===== src/rtl/uart_alu_ctrl_if.sv =====
// Byte-stream handshake bundle between the UART ALU packet controller and its
// receiver/transmitter neighbours; the slave modport is the controller side.
interface uart_alu_ctrl_if;
    logic [7:0] rx_data_i;
    logic       rx_valid_i;
    logic       rx_ready_o;
    logic [7:0] tx_data_o;
    logic       tx_valid_o;
    logic       tx_ready_i;
    logic       busy_o;
    logic       err_o;

    modport slave (
        input  rx_data_i, rx_valid_i, tx_ready_i,
        output rx_ready_o, tx_data_o, tx_valid_o, busy_o, err_o
    );

    modport master (
        output rx_data_i, rx_valid_i, tx_ready_i,
        input  rx_ready_o, tx_data_o, tx_valid_o, busy_o, err_o
    );
endinterface


===== src/rtl/uart_alu_ctrl.sv =====
// UART ALU packet controller: parses opcode/len headers, echoes payloads or folds
// 32-bit operands into an accumulator and streams the result. Multiply support is
// compiled in only when UART_ALU_MUL_EN is defined.
module uart_alu_ctrl #(
    parameter logic [7:0] ECHO_OPC = 8'hEC,
    parameter logic [7:0] ADD_OPC  = 8'hAD
`ifdef UART_ALU_MUL_EN
   ,parameter logic [7:0] MUL_OPC  = 8'h88
`endif
) (
    input  logic            clk_i,
    input  logic            rst_ni,
    uart_alu_ctrl_if.slave  bus
);
    typedef enum logic [3:0] {
        ST_IDLE, ST_RSVD, ST_LEN_LO, ST_LEN_HI, ST_ECHO,
        ST_OPERAND, ST_DROP, ST_MUL_ITER, ST_SEND
    } state_t;

    state_t      state_r, state_s;
    logic [7:0]  opc_r, len_lo_r;
    logic [15:0] rem_r, len_s;
    logic [1:0]  bidx_r;
    logic [31:0] acc_r;
    logic        err_r, err_s, rdy_en_r;
    logic        rx_ready_s, tx_valid_s, rx_hs_s, tx_hs_s, last_s;
    logic [7:0]  tx_data_s;
    logic        mul_opc_s, mul_mode_s;

`ifdef UART_ALU_MUL_EN
    logic [31:0] op_r, mcand_r, prod_r, prod_step_s;
    logic [4:0]  iter_r;
    logic        mul_r;
    assign mul_opc_s   = (opc_r == MUL_OPC);
    assign mul_mode_s  = mul_r;
    assign prod_step_s = prod_r + (op_r[0] ? mcand_r : 32'd0);
`else
    logic [23:0] op_r;
    assign mul_opc_s  = 1'b0;
    assign mul_mode_s = 1'b0;
`endif

    assign len_s   = {bus.rx_data_i, len_lo_r};
    assign last_s  = (rem_r == 16'd1);
    assign rx_hs_s = bus.rx_valid_i & rx_ready_s;
    assign tx_hs_s = tx_valid_s & bus.tx_ready_i;

    // Handshake and output-data steering; ECHO is a direct rx->tx pass-through
    always_comb begin
        rx_ready_s = 1'b0;
        tx_valid_s = 1'b0;
        tx_data_s  = 8'h00;
        case (state_r)
            ST_IDLE, ST_RSVD, ST_LEN_LO, ST_LEN_HI, ST_OPERAND, ST_DROP: begin
                rx_ready_s = rdy_en_r;
            end
            ST_ECHO: begin
                rx_ready_s = bus.tx_ready_i;
                tx_valid_s = bus.rx_valid_i;
                tx_data_s  = bus.rx_data_i;
            end
            ST_SEND: begin
                tx_valid_s = 1'b1;
                case (bidx_r)
                    2'd0:    tx_data_s = acc_r[7:0];
                    2'd1:    tx_data_s = acc_r[15:8];
                    2'd2:    tx_data_s = acc_r[23:16];
                    default: tx_data_s = acc_r[31:24];
                endcase
            end
            default: begin
                rx_ready_s = 1'b0;
            end
        endcase
    end

    // Next-state decode and malformed-packet detection
    always_comb begin
        state_s = state_r;
        err_s   = 1'b0;
        case (state_r)
            ST_IDLE:   if (rx_hs_s) state_s = ST_RSVD;   else state_s = ST_IDLE;
            ST_RSVD:   if (rx_hs_s) state_s = ST_LEN_LO; else state_s = ST_RSVD;
            ST_LEN_LO: if (rx_hs_s) state_s = ST_LEN_HI; else state_s = ST_LEN_LO;
            ST_LEN_HI: begin
                if (!rx_hs_s) begin
                    state_s = ST_LEN_HI;
                end else if (len_s < 16'd4) begin
                    err_s   = 1'b1;
                    state_s = ST_IDLE;
                end else if (opc_r == ECHO_OPC) begin
                    if (len_s == 16'd4) state_s = ST_IDLE; else state_s = ST_ECHO;
                end else if ((opc_r == ADD_OPC) || mul_opc_s) begin
                    if (len_s == 16'd4) state_s = ST_SEND; else state_s = ST_OPERAND;
                end else if (len_s == 16'd4) begin
                    // unknown opcode with nothing to drop
                    err_s   = 1'b1;
                    state_s = ST_IDLE;
                end else begin
                    state_s = ST_DROP;
                end
            end
            ST_ECHO: if (rx_hs_s && last_s) state_s = ST_IDLE; else state_s = ST_ECHO;
            ST_OPERAND: begin
                if (!rx_hs_s) begin
                    state_s = ST_OPERAND;
                end else if (last_s && (bidx_r != 2'd3)) begin
                    err_s   = 1'b1;
                    state_s = ST_SEND;
                end else if ((bidx_r == 2'd3) && mul_mode_s) begin
                    state_s = ST_MUL_ITER;
                end else if (last_s) begin
                    state_s = ST_SEND;
                end else begin
                    state_s = ST_OPERAND;
                end
            end
            ST_DROP: begin
                if (rx_hs_s && last_s) begin
                    err_s   = 1'b1;
                    state_s = ST_IDLE;
                end else begin
                    state_s = ST_DROP;
                end
            end
`ifdef UART_ALU_MUL_EN
            ST_MUL_ITER: begin
                if (iter_r == 5'd31) begin
                    if (rem_r == 16'd0) state_s = ST_SEND; else state_s = ST_OPERAND;
                end else begin
                    state_s = ST_MUL_ITER;
                end
            end
`endif
            ST_SEND: if (tx_hs_s && (bidx_r == 2'd3)) state_s = ST_IDLE; else state_s = ST_SEND;
            default: state_s = ST_IDLE;
        endcase
    end

    // State, header capture, operand assembly and accumulator datapath
    always_ff @(posedge clk_i or negedge rst_ni) begin
        if (!rst_ni) begin
            state_r  <= ST_IDLE;
            opc_r    <= 8'h00;
            len_lo_r <= 8'h00;
            rem_r    <= 16'd0;
            bidx_r   <= 2'd0;
            acc_r    <= 32'd0;
            op_r     <= '0;
            err_r    <= 1'b0;
            rdy_en_r <= 1'b0;
`ifdef UART_ALU_MUL_EN
            mcand_r  <= 32'd0;
            prod_r   <= 32'd0;
            iter_r   <= 5'd0;
            mul_r    <= 1'b0;
`endif
        end else begin
            state_r  <= state_s;
            err_r    <= err_s;
            rdy_en_r <= 1'b1;
            case (state_r)
                ST_IDLE:   if (rx_hs_s) opc_r <= bus.rx_data_i;
                ST_LEN_LO: if (rx_hs_s) len_lo_r <= bus.rx_data_i;
                ST_LEN_HI: begin
                    if (rx_hs_s) begin
                        rem_r  <= len_s - 16'd4;
                        bidx_r <= 2'd0;
                        acc_r  <= mul_opc_s ? 32'd1 : 32'd0;
`ifdef UART_ALU_MUL_EN
                        mul_r  <= mul_opc_s;
`endif
                    end
                end
                ST_ECHO, ST_DROP: if (rx_hs_s) rem_r <= rem_r - 16'd1;
                ST_OPERAND: begin
                    if (rx_hs_s) begin
                        rem_r  <= rem_r - 16'd1;
                        bidx_r <= last_s ? 2'd0 : bidx_r + 2'd1;
                        case (bidx_r)
                            2'd0: op_r[7:0]   <= bus.rx_data_i;
                            2'd1: op_r[15:8]  <= bus.rx_data_i;
                            2'd2: op_r[23:16] <= bus.rx_data_i;
                            default: begin
`ifdef UART_ALU_MUL_EN
                                if (mul_r) begin
                                    op_r    <= {bus.rx_data_i, op_r[23:0]};
                                    mcand_r <= acc_r;
                                    prod_r  <= 32'd0;
                                    iter_r  <= 5'd0;
                                end else begin
                                    acc_r <= acc_r + {bus.rx_data_i, op_r[23:0]};
                                end
`else
                                acc_r <= acc_r + {bus.rx_data_i, op_r[23:0]};
`endif
                            end
                        endcase
                    end
                end
`ifdef UART_ALU_MUL_EN
                ST_MUL_ITER: begin
                    // one multiplier bit per cycle: add shifted multiplicand when set
                    prod_r  <= prod_step_s;
                    mcand_r <= {mcand_r[30:0], 1'b0};
                    op_r    <= {1'b0, op_r[31:1]};
                    iter_r  <= iter_r + 5'd1;
                    if (iter_r == 5'd31) acc_r <= prod_step_s;
                end
`endif
                ST_SEND: if (tx_hs_s) bidx_r <= bidx_r + 2'd1;
                default: begin
                end
            endcase
        end
    end

    assign bus.rx_ready_o = rx_ready_s;
    assign bus.tx_valid_o = tx_valid_s;
    assign bus.tx_data_o  = tx_data_s;
    assign bus.busy_o     = (state_r != ST_IDLE);
    assign bus.err_o      = err_r;
endmodule


===== src/flat_wrapper.sv =====
// flat-port wrapper written by rule: the top's interface ports become plain ports
module uart_alu_ctrl_flat 
#(
    parameter logic [7:0] ECHO_OPC = 8'hEC,
    parameter logic [7:0] ADD_OPC  = 8'hAD

)
  (clk_i, rst_ni, bus_rx_data_i, bus_rx_valid_i, bus_tx_ready_i, bus_rx_ready_o, bus_tx_data_o, bus_tx_valid_o, bus_busy_o, bus_err_o);
  uart_alu_ctrl_if bus_i ();
  input  logic clk_i;
  input  logic rst_ni;
  input wire logic [$bits(bus_i.rx_data_i)-1:0] bus_rx_data_i;
  input wire logic [$bits(bus_i.rx_valid_i)-1:0] bus_rx_valid_i;
  input wire logic [$bits(bus_i.tx_ready_i)-1:0] bus_tx_ready_i;
  output wire logic [$bits(bus_i.rx_ready_o)-1:0] bus_rx_ready_o;
  output wire logic [$bits(bus_i.tx_data_o)-1:0] bus_tx_data_o;
  output wire logic [$bits(bus_i.tx_valid_o)-1:0] bus_tx_valid_o;
  output wire logic [$bits(bus_i.busy_o)-1:0] bus_busy_o;
  output wire logic [$bits(bus_i.err_o)-1:0] bus_err_o;
  assign bus_i.rx_data_i = bus_rx_data_i;
  assign bus_i.rx_valid_i = bus_rx_valid_i;
  assign bus_i.tx_ready_i = bus_tx_ready_i;
  assign bus_rx_ready_o = bus_i.rx_ready_o;
  assign bus_tx_data_o = bus_i.tx_data_o;
  assign bus_tx_valid_o = bus_i.tx_valid_o;
  assign bus_busy_o = bus_i.busy_o;
  assign bus_err_o = bus_i.err_o;
  uart_alu_ctrl #(.ECHO_OPC(ECHO_OPC), .ADD_OPC(ADD_OPC)) u_core (.clk_i(clk_i), .rst_ni(rst_ni), .bus(bus_i));
endmodule

===== config.mk =====
export PLATFORM = sky130hd
export DESIGN_NAME = uart_alu_ctrl_flat
export DESIGN_NICKNAME = d
export VERILOG_FILES = /design/src/rtl/uart_alu_ctrl_if.sv /design/src/rtl/uart_alu_ctrl.sv /design/src/flat_wrapper.sv
export SDC_FILE = /design/constraint.sdc
export NUM_CORES = 1
export LEC_CHECK = 0
export BUFFER_PORTS_ARGS = -buffer_cell sky130_fd_sc_hd__buf_2
export CORE_MARGIN = 2
export CORE_UTILIZATION = 45
export DETAILED_ROUTE_END_ITERATION = 7
export GPL_TIMING_DRIVEN = 1
export PLACE_DENSITY = 0.63
export SLEW_MARGIN = 20
export SYNTH_ARGS = -nofsm -noshare
export SYNTH_HDL_FRONTEND = slang
export SYNTH_SLANG_ARGS = --single-unit

===== constraint.sdc =====
create_clock -name clk_i -period 3.9 [get_ports clk_i]
set_input_delay 0.195 -clock clk_i [delete_from_list [all_inputs] [get_ports clk_i]]
set_output_delay 0.195 -clock clk_i [all_outputs]
set_load 0.005 [all_outputs]

==> results.md, run 1 <==
- The flow ran to the end, but the final reports show violations.
- The checks that failed: design-rule violations, negative hold slack.
- The total standard cell area after synthesis is 6360 sq um.
- In this run the power density over the cells is 617 nW/um^2.
- Dividing the synthesized area by the synthesized cell count gives 9.27 sq um.
- The number of clock buffers added by TritonCTS is 9.
- The kind of critical path is flop to flop.
- The synthesized net count is 738.
- The worst-case register-to-register setup slack is 0.70 ns.
- The fraction of synthesis flops using an asynchronous set or reset pin is 1.00.
- The initial antenna violation count came to 0.
- The number of flip-flops and latches in the synthesized netlist is 96.
- Using the TritonRoute via totals, the vias-per-cell ratio works out to 6.18.
- The number of optimization iterations in the first detailed-route pass is 8.
- Of the cells placed in the final design, the portion with a size suffix greater than 1 is 0.150.
- After the last flow step, the layout net total stands at 742.
- The delay of the slowest critical-path stage is 0.51 ns.
- The top achievable clock speed is 0.312 GHz.
- The number of enable-type register cells in the synthesized netlist is 0.
- The total vias in the final route is 5,409.
- Across the run, the number of max-cap violations was 0.
- For the worst flop-to-flop path, the logic depth is 11.
- STA classifies the critical path endpoint as a flop.
- In this run the count of I/O pins placed on the die edge is 24.
- 0 antenna diodes ended up in the layout.
- The post-CTS clock slew at the launch and capture registers of the worst setup and hold paths is 0.07 ns.
- The number of buffers on the longest clock path is 2.
- The overall global routing resource usage is 0.230.
- The number of buffers and inverters on the critical path is 0.
- TritonCTS built the clock tree.
- The count of nets left with antenna violations once routing finished came out at 0.
- The relative area change from synthesis to final layout is 8.93%.
- Of all cell types, the one taking the most synthesized area is sky130_fd_sc_hd__dfrtp_1.
- The first global-routing pass estimated 26,700 um of wire.
- Wires add up to 16,800 um.
- The final RePlAce weighted congestion is 0.932.
- For the worst setup path, the data required time is 4.14 ns.
- The path class of the tightest hold or removal check is input pin to async pin.
- Traced cell by cell, the critical path runs through ha_1 > fa_1 > a211oi_1 > o21bai_1 > o22ai_2 > o21ai_1 > or4_1 > a31oi_1 > o21ai_1 > xor2_1 > a22o_1.
- The largest net degree at the start of global routing is 76.
- The placeable core region is 13,800 sq um.
- The startpoint type of the worst setup path is a flop.
- Between clock sinks in the finished design, the worst skew comes to 0.0124 ns.
- Once layout is complete, the cells apart from fillers number 875.
- The register cell area after layout is 2400 sq um.
- For this run the aggregate overflow at the end of global routing stands at 0.
- The library cell contributing the largest single delay on the critical path is sky130_fd_sc_hd__or4_1.
- After the first detailed-routing iteration, the DRC count stood at 611.
- The worst hold margin is -0.0396 ns.
- For this run, design rule violations remaining after detail routing come to 2.
- The final-layout setup total negative slack is 0 ns.
- The count of hold buffers inserted by post-cts repair is 0.
- The site row count is 43.
- The die height is 123 um.
- For the pin with the worst max-slew slack, the measured transition is 0.986 ns.
- The data arrival time of the critical path is 3.44 ns.
- In this run the post-CTS setup repair buffer count came out at 0.
- In this run the static leakage power is 0.00309 uW.
- After technology mapping, the gate count stands at 686.
- The worst reg2reg path endpoint is u_core.acc_r[28].
- The number of instances in the placed design is 859.
- The die span in x is 123 um.
- Summed over all nets, the half-perimeter wirelength after detailed placement is 12,100 um.
- The number of different library cells used by synthesis comes to 62.
- The share of the Yosys chip area taken by registers is 0.378.
- Yosys attributes the largest share of cell area to sky130_fd_sc_hd__dfrtp_1, sky130_fd_sc_hd__ha_1, sky130_fd_sc_hd__mux2_2.
- The multi-input combinational cells in the finished layout cover a total of 3750 sq um.
- Across the VDD grid, the largest voltage drop is 247 uV.
- The via count of the first global-routing pass came to 5,114.
- The tree is rooted in a sky130_fd_sc_hd__clkbuf_16.
- The initial core utilization is 0.460.
- Setup repair after global routing left no endpoint under its margin.
- Of all nets on the critical path, the largest fanout is 4.
- The most used flip-flop cell after synthesis is sky130_fd_sc_hd__dfrtp_1.
- On the critical path the largest part of the delay comes from compound AO/OA/AOI/OAI gates.
- Among the stages of the critical path, the cell type that occurs most often is sky130_fd_sc_hd__o21ai_1.
- The clock latency on the worst-skew pair is 0.35 ns.
- The max-slew headroom at the worst pin is 0.342.
- The final worst-path cycle share is 0.821.
- The worst reg2reg path startpoint is u_core.acc_r[0].
- The number of H-tree levels is 3.
- The most common cell in the netlist is sky130_fd_sc_hd__dfrtp_1.
- The hold violation total from the final report came to 9.
- Counting instances in the post-synthesis netlist gives the leading cell types as sky130_fd_sc_hd__dfrtp_1, sky130_fd_sc_hd__nand2_1, sky130_fd_sc_hd__a21oi_1.
- The post-cts sizing count is 0.
- The design area is 6930 sq um.
- The total die area is 15,100 sq um.
- The placed instances occupy a cell area of 6620 sq um.
- In this run the tool buffered the top-level ports with 23 buffer cells.
- The layout has 1,267 filler cells.
- The yosys synthesis warning count is 0.
- The share of synthesized area in the top cell type comes to 0.378.
- The smallest clock period supported by the final layout is computed as 3.20 ns.
- The clock sink count is 96.
- The count of pins over their slew limit was 0.
- Setup violations remaining at the end of the flow were counted as 0.
- Dividing the detail-routed wire length by the instance count gives 19.2 um.
-- state kept, by name, indices dropped and copies added, names as in the netlist --
signal and flops:
u_core.acc_r 32, u_core.bidx_r 2, u_core.bus.err_o 1, u_core.len_lo_r 8
u_core.op_r 24, u_core.opc_r 8, u_core.rdy_en_r 1, u_core.rem_r 16
u_core.state_r 4
-- stage by stage --
step / power, uW / worst slack, ns / util / hold slack, ns
finish: 4270 / 0.698 / 0.501 / -0.0396
detailed placement: 3350 / 0.731 / 0.479 / 0.406
floorplan: 2920 / 1.04 / - / -0.101
global route: 4580 / 0.526 / 0.501 / 0.0526
global placement: 3300 / 0.795 / 0.478 / 0.402
CTS: 4270 / 0.716 / 0.500 / 0.0282
-- placed cells by master (no fill, tap or decap), drive strengths merged, types with 5 or more instances in the layout --
cell / count
nand2: 72
o31ai: 12
a211oi: 6
o21bai: 9
dfrtp: 96
a222oi: 8
clkbuf: 9
nor4: 5
a21o: 11
o21a: 5
xor2: 22
o22ai: 9
mux2: 40
nor3: 15
buf: 32
ha: 39
nand4: 8
xnor2: 21
or3: 6
o21ai: 53
inv: 18
nor2: 43
a22o: 32
nand3: 10
a21oi: 48
-- kinds of logic (layout without fill, tap and decap cells) --
group / Yosys count / count (layout) / share of synthesized area
AOI/OAI and AO/OA: 220 / 220 / 0.233
xor gates and xnor gates: 43 / 43 / 0.0592
adders and majority gates: 40 / 40 / 0.0799
buffers and inverters: 55 / 64 / 0.0354
DFF: 96 / 96 / 0.378
muxes: 41 / 41 / 0.0724
other: 1 / 1 / 0.000590
and+or+nand+nor: 190 / 190 / 0.142
-- how the worst max path moves through the flow --
| stage | from | endpoint | slack [ns] | cells after the start |
|---|---|---|---|---|
| 6_report | u_core.acc_r[0] | u_core.acc_r[28] | 0.70 | 11 |
| 5_1_grt | u_core.op_r[0] | u_core.acc_r[28] | 0.53 | 11 |
| 4_1_cts | u_core.op_r[0] | u_core.acc_r[28] | 0.72 | 11 |
| 3_5_place_dp | u_core.op_r[0] | u_core.acc_r[28] | 0.73 | 11 |
| 3_3_place_gp | u_core.acc_r[0] | u_core.acc_r[28] | 0.79 | 11 |
| 2_1_floorplan | u_core.acc_r[0] | u_core.acc_r[28] | 1.04 | 11 |
-- worst reg2reg max path, delay by kind of cell (launching register included) --
| family | cells | cell delay [ns] |
|---|---|---|
| AO/OA/AOI/OAI | 7 | 1.36 |
| adder cells (fa/ha/maj) | 2 | 0.67 |
| AND/OR/NAND/NOR | 1 | 0.51 |
| flip-flops | 1 | 0.40 |
| XOR/XNOR | 1 | 0.14 |
-- where the power goes --
part           switching [uW]  internal (uW)  leakage [uW]
sequential                331           1330       0.00124
clock                     402            503      0.000146
combinational             953            751       0.00170
-- area by class of cell --
class / count / share of cell area
multi-input cells: 535 / 0.542
flip-flops and latches: 96 / 0.347
clock buffers: 9 / 0.0325
well taps: 180 / 0.0325
repair buffers: 32 / 0.0267
clock inverters: 7 / 0.0112
inverters: 16 / 0.00867
-- layer usage --
| layer | vias up | global-route usage | part of all wire | wire length, um |
|---|---|---|---|---|
| met5 | - | 0 | 0 | 0 |
| met1 | 2605 | 0.307 | 0.44 | 7440 |
| met2 | 212 | 0.357 | 0.45 | 7660 |
| met3 | 49 | 0.0447 | 0.062 | 1050 |
| li1 | 2543 | - | - | - |
| met4 | 0 | 0.110 | 0.040 | 678 |
No activity file was read; power rests on OpenSTA's default activity.
==> run 2, diff against run 1 <==
==> constraint.sdc (replaced) <==
create_clock -name clk_i -period 3.1 [get_ports clk_i]
set_input_delay 0.155 -clock clk_i [delete_from_list [all_inputs] [get_ports clk_i]]
set_output_delay 0.155 -clock clk_i [all_outputs]
set_load 0.005 [all_outputs]
==> results.md, run 2 (synthesis results as in run 1) <==
- The flow ran to the end, and the final reports show no timing, DRC or antenna violations.
- The initial antenna violation count is 0 (unchanged).
- The number of DRC violations after detailed-routing iteration 0 is 494 (-19%).
- The largest registers in the layout are u_core.acc_r (32), u_core.op_r (24), u_core.rem_r (16).
- Counting instances, the worst hold path has a depth of 3.
- Broken down by cell family, the worst path's largest delay share belongs to compound AO/OA/AOI/OAI gates.
- The number of optimization iterations in the first detailed-route pass is 7 (-1).
- The clock sink count was 96 (unchanged).
- The largest net degree at the start of global routing is 65 (-14%).
- The count of pins over their slew limit was 0 (unchanged).
- The site row count was 43 (unchanged).
- The library cell contributing the largest single delay on the critical path is sky130_fd_sc_hd__or4_1.
- The via count of the first global-routing pass is 5,192 (+1.5%).
- The worst hold margin is 0.142 ns (+0.182 ns).
- The flip-flop count of the largest register, all copies and words added is 32 (unchanged).
- The max-slew headroom at the worst pin is 0.424 (+0.0816).
- The worst-margin pin slew came to 0.858 ns (-0.129 ns).
- The wire length of the first global-routing pass is 27,300 um (+2.3%).
- The setup violation total in the final timing report is 0 (unchanged).
- The startpoint identified for the worst register-to-register timing path is u_core.op_r[0].
- The post-detailed-route wirelength per cell is 19.1 um (-0.56%).
- The HPWL after detailed placement is 12,400 um (+1.9%).
- The combined buffer and inverter count along the critical path came to 0 (unchanged).
- Setup repair after global routing left no endpoint under its margin.
- The number of buffers on the longest clock path was 2 (unchanged).
- The data required time at the worst endpoint was 3.34 ns (-0.80 ns).
- The overall global routing resource usage is 0.237 (+0.00771).
- The startpoint type of the worst setup path is a flop.
- The number of cells on the worst reg-to-reg path is 11 (unchanged).
- The maximum ir drop on the vdd rail is 368 uV (+49%).
- The data arrival time of the critical path was 3.17 ns (-0.27 ns).
- The clock skew after layout is 0.0105 ns (-0.00184 ns).
- The die span in x is 123 um (unchanged).
- The initial core utilization is 0.460 (unchanged).
- The post-CTS clock slew at the launch and capture registers of the worst setup and hold paths is 0.07 ns (about the same).
- The top achievable clock speed is 0.341 GHz (+9.3%).
- TritonCTS built the clock tree.
- The TritonCTS buffer count is 9 (unchanged).
- The final RePlAce weighted congestion came to 0.897 (-3.7%).
- The total die area is 15,100 sq um (unchanged).
- The class of the tightest hold or removal check is input pin to flop.
- The antenna diode count is 0 (unchanged).
- The final worst-path cycle share is 0.945 (+0.124).
- The final critical delay including setup and external delays was 2.93 ns (-0.272 ns).
- From synthesis to final layout, the design area changed by 10.5%.
- The placeable core region is 13,800 sq um (unchanged).
- The clock latency on the worst-skew pair came to 0.36 ns (about the same).
- The total vias in the final route came to 5,353 (-1.0%).
- The register bank with the most flops is u_core.acc_r.
- The critical path goes through ha_1 > fa_2 > a211oi_2 > o21bai_1 > o22ai_2 > o21ai_2 > or4_1 > a31oi_1 > o21ai_1 > xor2_1 > a22o_1.
- The critical path startpoint is u_core.op_r[0].
- The remaining antenna violation count is 0 (unchanged).
- The total of max-cap violations was 0 (unchanged).
- The total global routing overflow was 0 (unchanged).
- The total routed wirelength was 17,000 um (+1.0%).
- The worst setup path is captured at a flop.
- The highest fanout seen on the critical path is 3 (-1).
- The final-layout setup total negative slack was 0 ns (unchanged).
- The die height is 123 um (unchanged).
- The power density normalized to cell area came to 758 nW/um^2 (+23%).
- The quantity of I/O buffers inserted on ports is 23 (unchanged).
- The kind of critical path is flop to flop.
- The standby leakage power is 0.00315 uW (+2.0%).
- The library cells used most frequently in the layout, excluding fill and tap cells, are sky130_fd_sc_hd__dfrtp_1, sky130_fd_sc_hd__nand2_1, sky130_fd_sc_hd__a21oi_1, sky130_fd_sc_hd__o21ai_0, sky130_fd_sc_hd__nor2_1.
- The delay of the slowest critical-path stage is 0.50 ns (about the same).
- The I/O pin count is 24 (unchanged).
- The hold violation total from the final report is 0 (-9).
- The number of logic stages on the critical path including buffering came to 11 (unchanged).
- The number of H-tree levels came to 3 (unchanged).
- The post-layout net count is 756 (+1.9%).
- The via density per instance is 6.02 (-2.6%).
- The fraction of layout cells with a size suffix above 1 is 0.169 (+0.0196).
- In this run the most critical hold path is launched from bus_tx_ready_i.
- The root buffer cell chosen for the clock tree is sky130_fd_sc_hd__clkbuf_16.
- The number of design rule violations left after detail routing is 0 (-2).
- Leaving out fill and tap cells, the most frequent cell in the layout is sky130_fd_sc_hd__dfrtp_1.
-- run 2: layout make-up --
cell class | count | area, sq um
flip-flops and latches | 96 | 2400
clock inverters | 6 | 43.8
inverters | 16 | 60.1
repair buffers | 46 | 305
clock buffers | 10 | 229
multi-input cells | 535 | 3760
well taps | 180 | 225
fillers | 1284 | 6800
-- run 2: layer usage --
layer  up-vias  GRT usage  share of wire
met2       161      0.387           0.47
met1      2593      0.307           0.45
li1       2566          -              -
met3        33     0.0540          0.052
met4         0     0.0898          0.029
met5         -          0              0
-- run 2: report_power, final --
group | total [uW] | switching [uW] | internal [uW] | leakage (uW)
combinational | 2180 | 1210 | 973 | 0.00177
clock | 1050 | 503 | 549 | 0.000133
sequential | 2090 | 419 | 1680 | 0.00124
total | 5330 | 2130 | 3200 | 0.00315
-- run 2: timing repair --
action | in CTS | in global routing
resized for setup | 0 | 5
endpoints found under the hold margin | 63 | 0
hold buffers | 1 | 0
pin swaps | 1 | 1
setup buffers | 1 | 0
setup endpoints to repair | 2 | 5
-- run 2: tightest hold or removal path, stage by stage --
cell and delay [ns]:
sky130_fd_sc_hd__buf_2 0.12, sky130_fd_sc_hd__nand2_1 0.06, sky130_fd_sc_hd__a22o_1 0.13
-- run 2: final timing paths --
path	slack (ns)	end
max in group asynchronous	2.00	u_core.rem_r[15]
worst max register to register	0.17	u_core.acc_r[28]
worst min register to register	0.51	u_core.opc_r[1]
worst max-delay path	0.17	u_core.acc_r[28]
min in group asynchronous	0.44	u_core.rem_r[6]
worst min-delay path	0.14	u_core.state_r[3]
-- run 2: through the flow --
stage | instances | total power [uW] | worst slack [ns] | cell area [sq um] | util
global placement | 871 | 4180 | 0.0119 | 6720 | 0.486
CTS | 889 | 5330 | 0.0110 | 7010 | 0.507
global route | 889 | 5740 | 0.00200 | 7030 | 0.508
detailed placement | 871 | 4250 | 0.0237 | 6720 | 0.486
floorplan | 686 | 3680 | 0.242 | 6360 | -
finish | 889 | 5330 | 0.169 | 7030 | 0.508
